`config.mk`:
```
export PLATFORM = sky130hd
export DESIGN_NAME = up_counter_4bit
export DESIGN_NICKNAME = d
export VERILOG_FILES = /design/src/rtl/up_counter_4bit_pkg.sv /design/src/rtl/up_counter_4bit.sv
export SDC_FILE = /design/constraint.sdc
export NUM_CORES = 1
export LEC_CHECK = 0
export CELL_PAD_IN_SITES_DETAIL_PLACEMENT = 0
export CELL_PAD_IN_SITES_GLOBAL_PLACEMENT = 1
export CORE_AREA = 2 2 39 41
export DETAILED_ROUTE_END_ITERATION = 16
export DIE_AREA = 0 0 41 43
export PLACE_DENSITY = 0.52
export SYNTH_ARGS = -nofsm -noshare
export SYNTH_HDL_FRONTEND = slang
export SYNTH_SLANG_ARGS = --single-unit
```
`constraint.sdc`:
```
create_clock -name clk -period 0.98 [get_ports clk]
set_input_delay 0.196 -clock clk [delete_from_list [all_inputs] [get_ports clk]]
set_output_delay 0.196 -clock clk [all_outputs]
set_load 0.02 [all_outputs]
```
`src/rtl/up_counter_4bit_pkg.sv`:
```
// Purpose: shared constants for the counter family.
// Latency: n/a (constants only).
// Backpressure: n/a.
package up_counter_4bit_pkg;

    // Default counter width used when an instance does not override it.
    localparam int COUNTER_W_DEFAULT = 4;

endpackage : up_counter_4bit_pkg

```
`src/rtl/up_counter_4bit.sv`:
```
// Purpose: binary up-counter with parallel load, count enable and terminal-count flag.
// Latency: one cycle from load/enable to out; tc is combinational.
// Backpressure: none; load and enable are acted on at every rising clk edge.
//
// Ports:
//   clk      rising-edge clock
//   rst_n    synchronous active-low reset, clears out
//   enable   increment on the edge when 1
//   load     capture data_in on the edge when 1 (beats enable)
//   data_in  parallel load value, ignored when load = 0
//   out      current count, straight from the register
//   tc       enable & (out == all ones); lets a following stage count on our wrap
module up_counter_4bit
    import up_counter_4bit_pkg::*;
#(
    parameter int width = COUNTER_W_DEFAULT
) (
    input  logic             clk,
    input  logic             rst_n,
    input  logic             enable,
    input  logic             load,
    input  logic [width-1:0] data_in,
    output logic [width-1:0] out,
    output logic             tc
);

    logic [width-1:0] cnt_nxt;

    // Load wins over enable; data_in only reaches the register when load = 1,
    // so an undriven data_in cannot leak into the count.
    always_comb begin
        cnt_nxt = out;
        if (load) begin
            cnt_nxt = data_in;
        end else if (enable) begin
            // Carry-out discarded: all ones wraps to zero.
            cnt_nxt = out + 1'b1;
        end
    end

    always_ff @(posedge clk) begin
        if (!rst_n) begin
            out <= '0;
        end else begin
            out <= cnt_nxt;
        end
    end

    // Gated by enable only, not by load: flags the cycle that would wrap.
    assign tc = enable & (&out);

endmodule : up_counter_4bit

```
==> results of run 1 <==
## routing by layer
| layer | vias to the layer above | global-route usage, % | share of wire (%) |
|---|---|---|---|
| met3 | 0 | 7.85 | 6.5 |
| met4 | 0 | 4.00 | 0 |
| met2 | 8 | 11.9 | 54 |
| li1 | 131 | - | - |
| met5 | - | 0 | 0 |
| met1 | 105 | 8.31 | 39 |
## report_power, final
part	switching, mW	internal, mW
clock network	0.0645	0.153
logic	0.0635	0.103
registers	0.00992	0.176
## cell usage in the layout (no fill, tap or decap), drive strengths merged
master	netlist	routed
inv	1	1
xor2	2	2
nand4	1	1
nand2	4	4
o21ai	4	4
mux2i	1	1
a21oi	2	2
and2	2	2
dlymetal6s2s	0	1
clkdlybuf4s50	0	6
xnor2	1	1
clkbuf	0	4
ha	1	1
dfxtp	4	4
buf	0	14
nor2	1	1
## worst min path at each step
stage                        startpoint                  end  slack [ns]  depth (start not counted)
global route                     enable  out[2]$_SDFFE_PN0P_        0.52                          5
floorplan                         rst_n  out[0]$_SDFFE_PN0P_        0.32                          1
detailed placement  out[3]$_SDFFE_PN0P_  out[3]$_SDFFE_PN0P_        0.68                          3
global placement    out[3]$_SDFFE_PN0P_  out[3]$_SDFFE_PN0P_        0.66                          3
finish                           enable  out[2]$_SDFFE_PN0P_        0.50                          5
CTS                          data_in[3]  out[3]$_SDFFE_PN0P_        0.59                          3
## worst min-delay path: stages
cell and delay (ns):
dlymetal6s2s_1 0.14, nand2_2 0.08, buf_4 0.10, xor2_1 0.06
a21oi_1 0.11
## cells in the mapped netlist, drive strengths merged
cell,number
o21ai,4
ha,1
and2,2
inv,1
nand2,4
nor2,1
mux2i,1
a21oi,2
xnor2,1
nand4,1
xor2,2
dfxtp,4
## kinds of logic (layout without fill, tap and decap cells)
family                   after synthesis  after routing  synth area share, %
AO/OA/AOI/OAI                          6              6                 15.0
buffers and inverters                  1             26                 1.87
flip-flops                             4              4                 40.0
adder cells (fa/ha/maj)                1              1                 6.25
multiplexers                           1              1                 5.00
AND/OR/NAND/NOR                        8              8                 18.7
XOR/XNOR                               3              3                 13.1
## cell type report
class,count,area [um^2]
clock buffer,4,26.3
fill,150,898
inverter,1,3.75
multi-input combinational,19,145
sequential,4,88.8
tap,16,20.0
timing repair buffer,21,201
## repair_timing
| action | CTS | global route |
|---|---|---|
| setup endpoints to repair | 9 | 9 |
| resized for setup | 32 | 6 |
| pin swaps | 4 | 3 |
| buffers inserted | 1 | 1 |
| endpoints found under the hold margin | 0 | 0 |
==> parameters.txt, run 1 <==
Parameter                              Value

Power
  Max rail drop VDD ... 0.000842 V
  Lkg Pwr ... 0.212 nW
  Total power density per cell area ... 1170 nW/um^2
  Post-layout power ... 0.569 mW

Cells and area
  Top reg by flops ... out
  Fraction of layout instances using a drive strength above 1 ... 51.0%
  Total Nets Final ... 59
  Max reg flops ... 4
  Post-route standard cell area excluding fillers ... 485 um^2
  Final core utilization ... 35.1%
  Non-filler instance count after layout ... 65
  Area growth syn-to-layout ... 143%
  Antenna diode count ... 0
  Registers with the most flip-flops ... out x4

Run
  Number of maximum-capacitance constraint violations ... 0

Global route
  Total congestion overflow ... 0
  Maximum number of pins on one net before global-route repair ... 6
  Vias in the first global route ... 236
  First-pass GRT wire length ... 910 um
  Antenna violations before repair ... 0
  Overall Global Routing Usage ... 8.52%

STA
  Final period utilization ... 118%
  RSZ-0062 raised after global routing ... true
  Worst hold margin ... 0.500 ns
  Final count of hold timing violations ... 0
  Maximum clock skew at final layout ... 0.00446 ns
  Worst-margin pin slew ... 0.152 ns
  Accumulated negative setup slack ... -0.513 ns
  Min Tclk post-route ... 1.16 ns
  Max Fclk ... 865 MHz
  Worst setup margin ... -0.176 ns
  Relative slew slack ... 89.7%
  Slew Limit Fails ... 0
  Number of setup violations in the final report ... 6

Clocking
  Number of buffers added by the clock tree synthesis step ... 3
  Library cell used as clock root buffer ... clkbuf_4
  Clock transition at the register clock pins on the worst setup and hold paths after CTS ... 0.04 ns
  Count of clock tree sinks ... 4
  Hold buffer count at cts ... 0
  Clock insertion delay at the later pin of the skew report ... 0.23 ns
  Number of levels in the clock H-tree ... 1
  CTS tree ... done
  Number of buffers between clock root and the deepest sink ... 2

Detailed routing
  Number of iterations in the first detailed-routing pass ... 4
  Count of antenna-violating nets left after detailed routing ... 0
  Routed via count divided by cell count ... 3.75
  Vias ... 244
  Detailed-route wire length per cell ... 8.51 um
  DRC Markers ... 0
  Initial DRC count ... 2
  Final WL ... 553 um

Floorplan
  Horizontal die dimension ... 41 um
  I/O pin total ... 13
  Effective utilization at floorplan ... 14.5%
  Core Box Area ... 1380 um^2
  Floorplan die height ... 43 um
  Std-Cell Rows ... 14
  Die outline area ... 1760 um^2

Setup path
  Critical path capture point ... tc
  R2r endpoint ... out[1]$_SDFFE_PN0P_
  Critical path class ... reg2out
  Slowest Stage Delay on Critical Path ... 0.35 ns
  R2r setup slk ... -0.08 ns
  Worst Path Arrival ... 0.96 ns
  Data required time at the worst endpoint ... 0.78 ns
  Critical Path Source ... out[1]$_SDFFE_PN0P_
  Maximum fanout encountered on the critical timing path ... 2
  Kind of start point of the critical path ... flop
  Largest delay share family, worst path ... flip-flops
  Buffer and inverter count on the worst path ... 1
  Type of destination of the critical path ... output port
  Library cell contributing the largest single delay on the critical path ... dfxtp_4
  Beginning of the worst register-to-register path ... out[1]$_SDFFE_PN0P_
  Path depth of the worst reg2reg path ... 5
  Ordered list of cells on the worst path ... ha_4 > nand2_2 > nor2_2 > buf_6
  Number of stages on the worst setup path ... 4

Outcome
  Outcome ... complete, but fails checks
  Failing checks ... setup timing

Placement
  Post-Place Setup Slack ... -0.667 ns
  Count of input and output buffers ... 12
  Total half-perimeter wirelength after legalization and detailed placement ... 447 um
  Number of placed cells counting well taps ... 60
  Post-placement cell area ... 423 um^2
  Gp weighted congestion ... 0.638

Logic synthesis
  Count of warnings emitted by yosys ... 0
  Largest area contributor in the synthesized netlist ... dfxtp_1
  Sequential-to-total area share from yosys stat ... 40.0%
  Unique cell type count in the Yosys netlist ... 12
  Number of flip-flops and latches in the synthesized netlist ... 4
  Synthesized netlist net count ... 33
  Post-Syn Instances ... 24
  Fraction of post-synthesis cell area in the top cell type by area ... 40.0%
  Syn Std Cell Area ... 200 um^2
  Mean instance size in the synthesized netlist ... 8.34 um^2
  Cell types occupying the most area after synthesis ... dfxtp_1 40%, o21ai_0 10%, xor2_1 8.8%, nand2_1 7.5%, and2_1 6.3%

Worst hold path
  Worst hold-check path type ... in2reg
Power figures use the tool's default switching activity.
==> run 2, diff against run 1 <==
GPL_TIMING_DRIVEN = 1   (was default)
==> results of run 2 <==
Final layout, timing and power as in run 1 (identical DEF).
==> run 3, diff against run 2 <==
SKIP_LAST_GASP = 1   (was default)
==> results of run 3 <==
Final layout, timing and power as in run 1 (identical DEF).
